<file path="config.mk">
export PLATFORM = sky130hd
export DESIGN_NAME = sample_input_conditioner
export DESIGN_NICKNAME = d
export VERILOG_FILES = /design/src/rtl/sample_input_conditioner_pkg.sv /design/src/rtl/sample_input_conditioner_median3.sv /design/src/rtl/sample_input_conditioner.sv
export SDC_FILE = /design/constraint.sdc
export NUM_CORES = 1
export LEC_CHECK = 0
export ABC_AREA = 1
export CELL_PAD_IN_SITES_DETAIL_PLACEMENT = 0
export CELL_PAD_IN_SITES_GLOBAL_PLACEMENT = 1
export CORE_MARGIN = 3
export CORE_UTILIZATION = 39
export CTS_CLUSTER_DIAMETER = 200
export DETAILED_ROUTE_END_ITERATION = 10
export PLACE_DENSITY = 0.79
export SLEW_MARGIN = 20
export SYNTH_ARGS = -nofsm -noshare
export SYNTH_HDL_FRONTEND = slang
export SYNTH_SLANG_ARGS = --single-unit
</file>
<file path="constraint.sdc">
create_clock -name clk -period 4.2 [get_ports clk]
set_clock_uncertainty 0.1 [all_clocks]
set_input_delay 1.05 -clock clk [delete_from_list [all_inputs] [get_ports clk]]
set_output_delay 1.05 -clock clk [all_outputs]
set_load 0.005 [all_outputs]
</file>
<file path="src/rtl/sample_input_conditioner_pkg.sv">
// Shared definitions for the sample input conditioner and the filter core
// bench: default widths and the median-window fill state.
package sample_input_conditioner_pkg;

  localparam int DATA_W_DEF      = 10;
  localparam int SYNC_STAGES_DEF = 2;
  localparam int CNT_W_DEF       = 16;

  // Number of valid samples held in the 3-tap window.
  typedef enum logic [1:0] {
    EMPTY = 2'd0,
    ONE   = 2'd1,
    TWO   = 2'd2,
    FULL  = 2'd3
  } fill_e;

endpackage

</file>
<file path="src/rtl/sample_input_conditioner_median3.sv">
// Combinational median of three unsigned values. Ties return the
// duplicated value naturally because only min/max selections are used.
module sample_input_conditioner_median3 #(
  parameter int DATA_W = sample_input_conditioner_pkg::DATA_W_DEF
) (
  input  logic [DATA_W-1:0] a,
  input  logic [DATA_W-1:0] b,
  input  logic [DATA_W-1:0] c,
  output logic [DATA_W-1:0] med
);

  logic [DATA_W-1:0] lo_ab;
  logic [DATA_W-1:0] hi_ab;
  logic [DATA_W-1:0] hi_min;

  // median = max(min(a,b), min(max(a,b), c))
  always_comb begin
    lo_ab  = (a < b) ? a : b;
    hi_ab  = (a < b) ? b : a;
    hi_min = (hi_ab < c) ? hi_ab : c;
    med    = (lo_ab > hi_min) ? lo_ab : hi_min;
  end

endmodule

</file>
<file path="src/rtl/sample_input_conditioner.sv">
// Front-end for the moving-average filter core: resynchronises the sample
// strobe, turns each rising edge into a one-cycle capture, keeps a 3-deep
// sample window and emits either the newest sample or the window median.
module sample_input_conditioner
  import sample_input_conditioner_pkg::*;
#(
  parameter int DATA_W      = DATA_W_DEF,
  parameter int SYNC_STAGES = SYNC_STAGES_DEF,
  parameter int CNT_W       = CNT_W_DEF
) (
  input  logic              clk,
  input  logic              rst_n,
  input  logic              ena,
  input  logic              strobe_in,
  input  logic [DATA_W-1:0] data_in,
  input  logic              median_en,
  input  logic              clear,
  output logic [DATA_W-1:0] data_out,
  output logic              strobe_out,
  output logic [CNT_W-1:0]  sample_count
);

  // Synchroniser and edge detect
  logic [SYNC_STAGES-1:0] sync_q;
  logic                   s_sync;
  logic                   s_prev;
  logic                   edge_det;
  logic                   take;

  // Window, fill state, output pipeline
  logic [2:0][DATA_W-1:0] win;      // win[0] newest
  fill_e                  state_q;
  fill_e                  state_d;
  logic [DATA_W-1:0]      med;
  logic [DATA_W-1:0]      sel_data;
  logic [1:0]             vld_pipe; // [0] captured this cycle, [1] strobe_out

  // Shift strobe_in through the synchroniser chain; runs regardless of ena
  // so a re-enable with the strobe already high sees no fresh edge.
  always_ff @(posedge clk or negedge rst_n) begin
    if (!rst_n) begin
      sync_q <= '0;
      s_prev <= 1'b0;
    end else begin
      sync_q <= {sync_q[SYNC_STAGES-2:0], strobe_in};
      s_prev <= s_sync;
    end
  end

  assign s_sync   = sync_q[SYNC_STAGES-1];
  assign edge_det = s_sync & ~s_prev & ena;
  // clear has priority: a coinciding edge is dropped entirely.
  assign take     = edge_det & ~clear;

  // Fill state register
  always_ff @(posedge clk or negedge rst_n) begin
    if (!rst_n) state_q <= EMPTY;
    else        state_q <= state_d;
  end

  // Fill state next-state: count up to FULL on accepted samples, flush on clear
  always_comb begin
    state_d = state_q;
    if (clear) begin
      state_d = EMPTY;
    end else if (edge_det) begin
      unique case (state_q)
        EMPTY:   state_d = ONE;
        ONE:     state_d = TWO;
        TWO:     state_d = FULL;
        FULL:    state_d = FULL;
        default: state_d = EMPTY;
      endcase
    end
  end

  // Sample window shift on capture; clear zeroes it
  always_ff @(posedge clk or negedge rst_n) begin
    if (!rst_n) begin
      win <= '0;
    end else if (clear) begin
      win <= '0;
    end else if (take) begin
      win <= {win[1], win[0], data_in};
    end
  end

  // Accepted-sample counter, free-running wrap; clear leaves it alone
  always_ff @(posedge clk or negedge rst_n) begin
    if (!rst_n)    sample_count <= '0;
    else if (take) sample_count <= sample_count + {{(CNT_W-1){1'b0}}, 1'b1};
  end

  sample_input_conditioner_median3 #(.DATA_W(DATA_W)) u_median3 (
    .a   (win[0]),
    .b   (win[1]),
    .c   (win[2]),
    .med (med)
  );

  // Output select: median only once the window holds three real samples
  always_comb begin
    sel_data = win[0];
    if (median_en && (state_q == FULL)) sel_data = med;
  end

  // Capture-to-output valid pipeline. A clear landing between capture and
  // output flushes the pending sample as well, so no zeroed window leaks out.
  always_ff @(posedge clk or negedge rst_n) begin
    if (!rst_n) vld_pipe <= '0;
    else        vld_pipe <= {vld_pipe[0] & ~clear, take};
  end

  // Output register, loaded only alongside the strobe so it holds otherwise
  always_ff @(posedge clk or negedge rst_n) begin
    if (!rst_n)                     data_out <= '0;
    else if (vld_pipe[0] && !clear) data_out <= sel_data;
  end

  assign strobe_out = vld_pipe[1];

endmodule

</file>
==> impl_metrics.csv, run 1 <==
group,metric,value,unit
outcome,status,"complete, but fails checks",
outcome,violations,"negative setup slack",
drt,vias_per_cell,5.01,
clock_tree,clockBufferDepth,2,
drt,dr.pass1.iters,5,
global_route,grt_pass1_vias,3378,
placement,gp_congestion,0.862,
synthesis,synth_edf_count,0,
floorplanning,die-area,0.0109,mm^2
finish,syn_to_final_growth,51.4,%
sta,rsz0062_at_grt,"yes",
worst_setup_path,cp_slowest_stage_delay,370,ps
synthesis,syn_area,0.00376,mm^2
global_route,grt_max_degree,49,
synthesis,yosys_warnings,0,
synthesis,synth_cells,440,
worst_setup_path,crit_start,"win[19]",
flow_run,drv_cap,0,
worst_setup_path,r2r_start,"win[19]",
worst_setup_path,arrival,4490,ps
worst_setup_path,reg2reg_slack,-150,ps
sta,timing_hold_violations_final,0,
floorplanning,io_pins,43,
sta,max_freq,230,MHz
worst_setup_path,reg2reg_depth,28,
sta,fin_setup_tns,-1270,ps
worst_hold_path,hp-class,"reg2reg",
power,internal-power,1.34,mW
power,p_comb_share,38.3,%
placement,pre_cts_ws,-352,ps
power,p_sw_share,33.7,%
sta,setup_violations,10,
floorplanning,start_util,40.5,%
drt,ant_nets,0,
power,irDropWorstVdd,0.154,mV
synthesis,synth.avg_cell_area,8.55,um^2
synthesis,ys_types,35,
finish,diodes,0,
floorplanning,die-width,104,um
floorplanning,rows,35,
drt,drt_iter0_markers,139,
global_route,grt_pass1_wl,16400,um
synthesis,synth_nets,485,
power,seqPwrFrac,34.1,%
sta,fin_crit,4350,ps
worst_setup_path,slowest_stage,"dfrtp_1",
clock_tree,clkTransAtPathRegs,80,ps
clock_tree,cts.sinks,63,
clock_tree,clkLatencyLatePin,360,ps
worst_setup_path,path_class,"reg2reg",
synthesis,async_flop_share,100,%
sta,slew_headroom,42.3,%
worst_setup_path,worst-path-max-fanout,6,
synthesis,ys_ff_latch,63,
power,clkPwrFrac,27.6,%
finish,drive_gt1_share,38.6,%
synthesis,synthFlopType,"dfrtp_1",
placement,placed_cell_area,0.00469,mm^2
drt,drcViolationCount,0,
worst_setup_path,startpoint_type,"flip-flop",
synthesis,yosys.area.top_type,"dfrtp_1",
drt,num_vias,3451,
worst_setup_path,worstPathRequired,4340,ps
worst_hold_path,hp-start,"sync_q[0]",
synthesis,synth.most_common_cell,"nand2_1",
synthesis,synth.area.top_cells,"dfrtp_1 (42%), ha_1 (9.7%), nand2_1 (8.8%), inv_1 (4.7%), o21ai_2 (3.7%)",
placement,post-dp-hpwl,6860,um
power,p_switching,0.685,mW
power,p_leak,2.56,nW
finish,final_area,0.00569,mm^2
clock_tree,htree_levels,3,
sta,setup_ws,-150,ps
power,p_per_area,356,mW/mm^2
clock_tree,cts_root_buf,"clkbuf_8",
drt,drt-total-wl,10500,um
placement,io_buffers,42,
synthesis,netlist_top_cells_count,"nand2_1 (88), dfrtp_1 (63), inv_1 (47), nor2_1 (30), ha_1 (29)",
global_route,grt_usage,18.8,%
sta,drv_slew,0,
worst_setup_path,endpoint_kind,"flip-flop",
floorplanning,core_area,0.00928,mm^2
drt,post_drt_wl_per_cell,15.2,um
floorplanning,die_height,104,um
sta,period_share,104,%
sta,worst_slew_pin_slew,863,ps
finish,final_nets,600,
clock_tree,cts_tree,"built",
synthesis,ys_seq_area_share,41.9,%
clock_tree,numCtsBuffers,9,
global_route,antenna_found_initial,0,
worst_hold_path,hold_depth,0,
synthesis,yosysTopAreaCellShare,41.9,%
global_route,gr-total-overflow,0,
sequential cells by signal, indices dropped and copies added (netlist names):
| register | count |
|---|---|
| s_prev | 1 |
| sync_q | 2 |
| data_out | 10 |
| win | 30 |
| vld_pipe | 2 |
| sample_count | 16 |
| state_q | 2 |
power by group through the flow:
stage / combinational, mW / sequential (mW) / clock [mW]
after floorplan: 0.312 / 0.705 / 0
after global placement: 0.512 / 0.702 / 0
after detailed placement: 0.519 / 0.704 / 0
after CTS: 0.666 / 0.692 / 0.571
after global routing: 0.834 / 0.701 / 0.594
final: 0.777 / 0.692 / 0.560
cells in the final DEF, fill, tap and decap left out, drive strengths merged, types with 9 or more instances in the layout:
| cell type | n |
|---|---|
| nand3 | 29 |
| xor2 | 9 |
| inv | 50 |
| nand2 | 90 |
| clkbuf | 10 |
| dfrtp | 63 |
| ha | 29 |
| a21oi | 33 |
| and2 | 9 |
| o21ai | 38 |
| buf | 80 |
| o22ai | 19 |
| nor2 | 35 |
| clkdlybuf4s50 | 41 |
through the flow:
step	hold slack [ps]	utilization (%)	total power [mW]	instances
2_1_floorplan	231	-	1.02	440
3_3_place_gp	239	50.5	1.21	652
3_5_place_dp	243	50.5	1.22	652
4_1_cts	262	56.9	1.93	682
5_1_grt	272	61.3	2.13	689
6_report	260	61.3	2.03	689
layer usage:
layer | share of wire [%] | vias up | wire length (um) | track usage [%]
li1 | - | 1695 | - | -
met1 | 44 | 1613 | 4570 | 25.2
met2 | 48 | 116 | 5080 | 31.1
met3 | 4.8 | 27 | 508 | 3.10
met4 | 3.2 | 0 | 333 | 6.17
met5 | 0 | - | 0 | 0
kinds of logic after synthesis:
group	synth area share, %
buffers and inverters	7.72
flip-flops	41.9
XOR/XNOR	3.49
AND/OR/NAND/NOR	22.0
AO/OA/AOI/OAI	15.2
adder cells (fa/ha/maj)	9.65
worst max-delay path, delay by kind of cell (launching register included):
| kind | cells | cell delay, ps |
|---|---|---|
| flops | 1 | 370 |
| buf+inv | 7 | 740 |
| fa+ha+maj | 3 | 730 |
| simple gates | 11 | 1310 |
| compound gates | 7 | 970 |
layout make-up:
class	instances	area, um^2
fillers	792	3590
multi-input cells	311	2460
flip-flops and latches	63	1580
repair buffers	121	1100
inverters	49	191
well taps	129	161
clock buffers	10	138
clock inverters	6	68.8
repair_timing:
action,4_1_cts,5_1_grt
gates cloned,2,1
hold buffers,0,0
endpoints found under the setup margin,10,10
pin swaps,28,37
buffers inserted,12,6
gates resized for setup,49,71
path summary, 6_finish.rpt:
kind | end
setup / recovery | data_out[2]
hold / removal | sync_q[1]
setup reg to reg | data_out[2]
hold reg to reg | sync_q[1]
max in group asynchronous | state_q[0]
min in group asynchronous | sample_count[10]
Power figures use the tool's default switching activity.
==> run 2, diff against run 1 <==
CORE_MARGIN = 2   (was 3)
CORE_UTILIZATION = 43   (was 39)
PLACE_DENSITY = 0.83   (was 0.79)
SKIP_CTS_REPAIR_TIMING = 1   (was not set)
clock period = 4.1 ns   (was 4.2 ns; I/O delays follow)
==> run 2 against run 1 <==
The run still ends with negative setup slack left. Register-to-register slack worse by 130 ps. Combinational power rose by 10%. Flip-flop and latch count unchanged. Critical path type unchanged.
==> impl_metrics.csv, run 2 (synthesized netlist as in run 1, its figures left out) <==
group,metric,value,unit
clock_tree,cts_tree,"built",
worst_setup_path,arrival,4570,ps
floorplanning,start_util,43.8,%
flow_run,drv_cap,0,
sta,period_share,107,%
global_route,grt_max_degree,49,
placement,gp_congestion,0.790,
sta,worst_slew_pin_slew,887,ps
worst_setup_path,path_class,"reg2reg",
global_route,grt_pass1_wl,15100,um
global_route,grt_pass1_vias,3116,
sta,timing_hold_violations_final,0,
sta,rsz0062_at_grt,"yes",
drt,post_drt_wl_per_cell,15.9,um
drt,drt_iter0_markers,256,
power,p_sw_share,33.8,%
worst_setup_path,cp_slowest_stage_delay,390,ps
floorplanning,core_area,0.00859,mm^2
drt,num_vias,3490,
placement,dp_cells,631,
power,irDropWorstVdd,0.168,mV
drt,dr.pass1.iters,5,
sta,fin_crit,4380,ps
clock_tree,numCtsBuffers,9,
floorplanning,die-area,0.00951,mm^2
power,p_leak,2.60,nW
outcome,status,"complete, but fails checks",
clock_tree,cts.sinks,63,
clock_tree,htree_levels,3,
sta,drv_slew,0,
worst_setup_path,worstPathRequired,4290,ps
floorplanning,die-width,97.5,um
placement,io_buffers,42,
finish,layout_commonest_cell,"nand2_1",
power,p_switching,0.716,mW
worst_setup_path,worst-path-max-fanout,6,
clock_tree,clkTransAtPathRegs,80,ps
outcome,violations,"negative setup slack",
drt,vias_per_cell,5.24,
power,internal-power,1.40,mW
floorplanning,rows,34,
finish,reg.largest.list,"win: 30 flops, sample_count: 16 flops, data_out: 10 flops",
drt,ant_nets,0,
sta,setup_ws,-278,ps
sta,setup_violations,10,
clock_tree,clkLatencyLatePin,360,ps
drt,drcViolationCount,0,
power,clkPwrFrac,26.3,%
global_route,antenna_found_initial,0,
worst_setup_path,endpoint_kind,"flip-flop",
global_route,grt_usage,19.8,%
clock_tree,clockBufferDepth,2,
finish,final_util,65.5,%
finish,final_nets,598,
sta,fin_setup_tns,-2140,ps
power,p_per_area,377,mW/mm^2
finish,fin_cells,666,
global_route,gr-total-overflow,0,
power,seqPwrFrac,33.4,%
worst_setup_path,crit_top_cell,"a21oi_2",
drt,drt-total-wl,10600,um
finish,syn_to_final_growth,49.8,%
finish,drive_gt1_share,39.2,%
floorplanning,io_pins,43,
worst_setup_path,slowest_stage,"dfrtp_1",
sta,max_freq,228,MHz
finish,top_register,"win",
worst_setup_path,path_buf_inv,4,
worst_hold_path,hp-class,"reg2reg",
worst_setup_path,startpoint_type,"flip-flop",
worst_setup_path,cpLargestDelayFamily,"simple AND/OR/NAND/NOR gates",
floorplanning,die_height,97.5,um
finish,largest_register_ffs,30,
placement,post-dp-hpwl,6620,um
finish,final_cell_mix,"nand2_1 (67), buf_4 (64), dfrtp_1 (63)",
sta,slew_headroom,40.7,%
clock_tree,cts_root_buf,"clkbuf_8",
finish,diodes,0,
power,p_comb_share,40.3,%
placement,pre_cts_ws,-405,ps
run 2: changes by cell type in the layout (fill, tap and decap cells not counted), moves of 3 or more:
cell       change
nand2_2        +4
ha_4           -3
a21oi_1        +3
nand3_1        -9
nand3_2       +10
nand2_1        -5
inv_1          +3
buf_4          -5
clkbuf_16      +3
ha_1           +3
inv_4          -3
run 2: final cells by class:
cell class	instances	area, um^2
Clock buffer	9	124
Clock inverter	7	72.6
Fill cell	672	2960
Inverter	49	184
Multi-Input combinational cell	311	2420
Sequential cell	63	1580
Tap cell	108	135
Timing Repair Buffer	119	1120
run 2: worst paths after layout:
| kind | slack [ps] | cells after the start | end | start |
|---|---|---|---|---|
| max in group asynchronous | 2650 | 2 | sync_q[1] | rst_n |
| setup / recovery | -280 | 27 | data_out[5] | win[7] |
| min in group asynchronous | 590 | 1 | win[22] | rst_n |
| setup reg to reg | -280 | 27 | data_out[5] | win[7] |
| hold reg to reg | 260 | 0 | sync_q[1] | sync_q[0] |
| hold / removal | 260 | 0 | sync_q[1] | sync_q[0] |
run 2: layer usage:
layer  GRT usage (%)  vias up  wire, um
met5               0        -         0
met1            28.9     1672      4700
met3            3.74       23       507
met2            29.6      110      5160
li1                -     1685         -
met4            6.41        0       204
run 2: through the flow:
stage / cell area, um^2 / hold WS (ps) / total power [mW]
after global placement: 4660 / 233 / 1.23
after floorplan: 3780 / 231 / 1.05
final: 5630 / 259 / 2.12
after CTS: 4860 / 272 / 1.80
after detailed placement: 4660 / 245 / 1.24
after global routing: 5630 / 279 / 2.22
run 2: worst reg2reg max path, delay by kind of cell, from the launching register on:
| family | cells | cell delay [ps] |
|---|---|---|
| and+or+nand+nor | 13 | 1410 |
| DFF | 1 | 390 |
| buffers and inverters | 4 | 540 |
| AOI/OAI and AO/OA | 7 | 960 |
| adders and majority gates | 3 | 910 |
run 2: power groups by stage:
stage	logic (mW)	registers, mW	clock network, mW
3_5_place_dp	0.522	0.721	0
5_1_grt	0.914	0.717	0.592
4_1_cts	0.524	0.709	0.564
2_1_floorplan	0.325	0.722	0
3_3_place_gp	0.515	0.718	0
6_report	0.855	0.709	0.558
==> run 3, diff against run 2 <==
CORE_UTILIZATION = 42   (was 43)
SYNTH_HIERARCHICAL = 1   (was not set)
==> run 3 against run 2 <==
The run still ends with negative setup slack left. Cell count rose by 11%. Fmax fell by 1.0%. Core utilization fell by 2.9 points. Combinational power rose by 8.4%. Routed wire length rose by 1.9%. Critical path depth fell by 3. Power rose by 4.9%. Critical path type unchanged. Highest routed layer unchanged.
==> impl_metrics.csv, run 3 <==
group,metric,value,unit
outcome,status,"complete, but fails checks",
outcome,violations,"negative setup slack",
power,p_per_area,387,mW/mm^2
floorplanning,start_util,42.9,%
synthesis,synth.most_common_cell,"nand2_1",
global_route,grt_max_degree,40,
synthesis,ys_types,37,
drt,drt_iter0_markers,132,
sta,setup_ws,-324,ps
global_route,top_usage_layer,"met2",
power,p_switching,0.766,mW
placement,placed_cell_area,0.00494,mm^2
power,p_leak,2.64,nW
drt,num_vias,3756,
synthesis,synth_nets,562,
power,irDropWorstVdd,0.349,mV
synthesis,synth_cells,517,
global_route,grt_usage,20.9,%
clock_tree,clkLatencyLatePin,360,ps
worst_setup_path,reg2reg_slack,-320,ps
synthesis,async_flop_share,100,%
sta,drv_slew,0,
finish,top_register,"win",
worst_hold_path,hp-start,"sync_q[0]",
clock_tree,cts_tree,"built",
sta,max_freq,226,MHz
synthesis,syn_area,0.00395,mm^2
finish,drive_gt1_share,30.4,%
worst_setup_path,path_class,"reg2reg",
drt,vias_per_cell,5.06,
sta,timing_hold_violations_final,0,
finish,seq_area,0.00158,mm^2
placement,gp_congestion,0.910,
synthesis,ys_seq_area_share,40.0,%
power,seqPwrFrac,31.0,%
sta,period_share,108,%
finish,reg.largest.list,"win: 30 flops, sample_count: 16 flops, data_out: 10 flops",
flow_run,drv_cap,0,
sta,setup_violations,10,
synthesis,yosysTopAreaCellShare,40.0,%
finish,fillers,780,
sta,worst_slew_pin_slew,678,ps
power,p_comb_share,41.7,%
power,internal-power,1.46,mW
power,p_sw_share,34.4,%
finish,multiInputGateArea,0.00253,mm^2
worst_setup_path,worst-path-max-fanout,6,
synthesis,netlist_top_cells_count,"nand2_1 (146), inv_1 (72), dfrtp_1 (63), o21ai_0 (42), nand3_1 (41)",
finish,largest_register_ffs,30,
worst_setup_path,r2r_start,"win[9]",
global_route,grt_pass1_wl,16500,um
worst_setup_path,arrival,4570,ps
global_route,grt_pass1_vias,3463,
synthesis,ys_ff_latch,63,
sta,fin_setup_tns,-2980,ps
drt,ant_nets,0,
global_route,grtUsageMet2,33.1,%
worst_setup_path,startpoint_type,"flip-flop",
drt,drt-total-wl,10800,um
floorplanning,core_area,0.00920,mm^2
synthesis,yosys_warnings,6,
synthesis,synth.area.top_cells,"dfrtp_1 (40%), nand2_1 (14%), ha_1 (9.2%), inv_1 (6.9%), o21ai_0 (5.3%)",
placement,dp_cells,714,
worst_hold_path,hold_end,"sync_q[1]",
global_route,antenna_found_initial,0,
finish,syn_to_final_growth,45.9,%
worst_setup_path,reg2reg_depth,24,
finish,diodes,0,
floorplanning,die-width,101,um
worst_hold_path,hp-class,"reg2reg",
finish,fin_cells,742,
clock_tree,cts_root_buf,"clkbuf_8",
finish,final_cell_mix,"nand2_1 (124), buf_4 (67), inv_1 (66)",
global_route,grtUsageMet3,4.09,%
clock_tree,htree_levels,3,
clock_tree,cts.sinks,63,
floorplanning,io_pins,43,
clock_tree,clkTransAtPathRegs,70,ps
placement,post-dp-hpwl,7670,um
finish,final_nets,671,
worst_setup_path,endpoint_kind,"flip-flop",
floorplanning,die-area,0.0102,mm^2
synthesis,synth.avg_cell_area,7.63,um^2
finish,final_area,0.00576,mm^2
clock_tree,clockBufferDepth,2,
power,p_total,2.23,mW
synthesis,synthFlopType,"dfrtp_1",
clock_tree,numCtsBuffers,9,
floorplanning,die_height,101,um
synthesis,synth_edf_count,0,
worst_setup_path,reg2reg_to,"data_out[4]",
global_route,grt_util_met1,28.6,%
synthesis,yosys.area.top_type,"dfrtp_1",
finish,layout_commonest_cell,"nand2_1",
drt,drcViolationCount,0,
floorplanning,rows,35,
sta,fin_hold_ws,253,ps
worst_setup_path,worstPathRequired,4240,ps
global_route,gr-total-overflow,0,
placement,io_buffers,42,
sta,rsz0062_at_grt,"yes",
drt,dr.pass1.iters,5,
power,clkPwrFrac,27.3,%
sta,slew_headroom,54.7,%
drt,post_drt_wl_per_cell,14.5,um
worst_hold_path,hold_depth,0,
sta,fin_crit,4420,ps
==> run 3: through the flow <==
stage,setup slack [ps],util [%]
2_1_floorplan,-56.2,-
3_3_place_gp,-431,53.7
3_5_place_dp,-571,53.7
4_1_cts,-588,56.1
5_1_grt,-538,62.6
6_report,-324,62.6
==> run 3: metal layers <==
metal	part of all wire, %	wire [um]
met1	47	5070
met4	1.2	132
met5	0	0
met2	48	5220
met3	3.3	353
==> run 3: critical path: stages, from the launching register on <==
cell and delay [ps]:
dfrtp_1 420, ha_4 260, a21o_1 200, nor2_4 230
nand3_4 160, nand2_2 110, o21ai_2 60, ha_1 300
nand4_1 190, nor3_2 280, nand2_4 140, buf_6 170
nand3_4 60, nand2_2 70, ha_4 280, nand2_2 70
nor3_4 240, nand2_2 130, o2111ai_4 220, o21ai_4 110
buf_6 150, nand3_2 50, nand2_1 50, o211ai_1 190
nand2_1 70
==> run 3: layout make-up <==
class,count,area share [%]
timing repair buffer,115,17.4
sequential,63,27.4
tap,111,2.41
inverter,75,4.93
clock inverter,7,1.65
multi-input combinational,362,44.0
clock buffer,9,2.15
==> run 3: worst max path at each step <==
stage,slack [ps],endpoint,from
global route,-540,data_out[4],win[9]
global placement,-430,data_out[4],win[15]
finish,-320,data_out[4],win[9]
detailed placement,-570,data_out[4],win[15]
floorplan,-60,data_out[1],win[5]
CTS,-590,data_out[4],win[15]
==> run 3: logic make-up after synthesis <==
group / after synthesis / synth area share, %
DFF: 63 / 40.0
AOI/OAI and AO/OA: 93 / 13.2
adders and majority gates: 29 / 9.20
xor gates and xnor gates: 6 / 1.33
and+or+nand+nor: 232 / 26.0
buffers and inverters: 94 / 10.3
==> run 3: power by group through the flow <==
stage                     Combinational [mW]  Clock, mW  Sequential (mW)
final                                  0.927      0.608            0.690
after global routing                    1.00      0.651            0.697
after CTS                              0.675      0.625            0.689
after detailed placement               0.671          0            0.701
after global placement                 0.667          0            0.700
after floorplan                        0.366          0            0.700
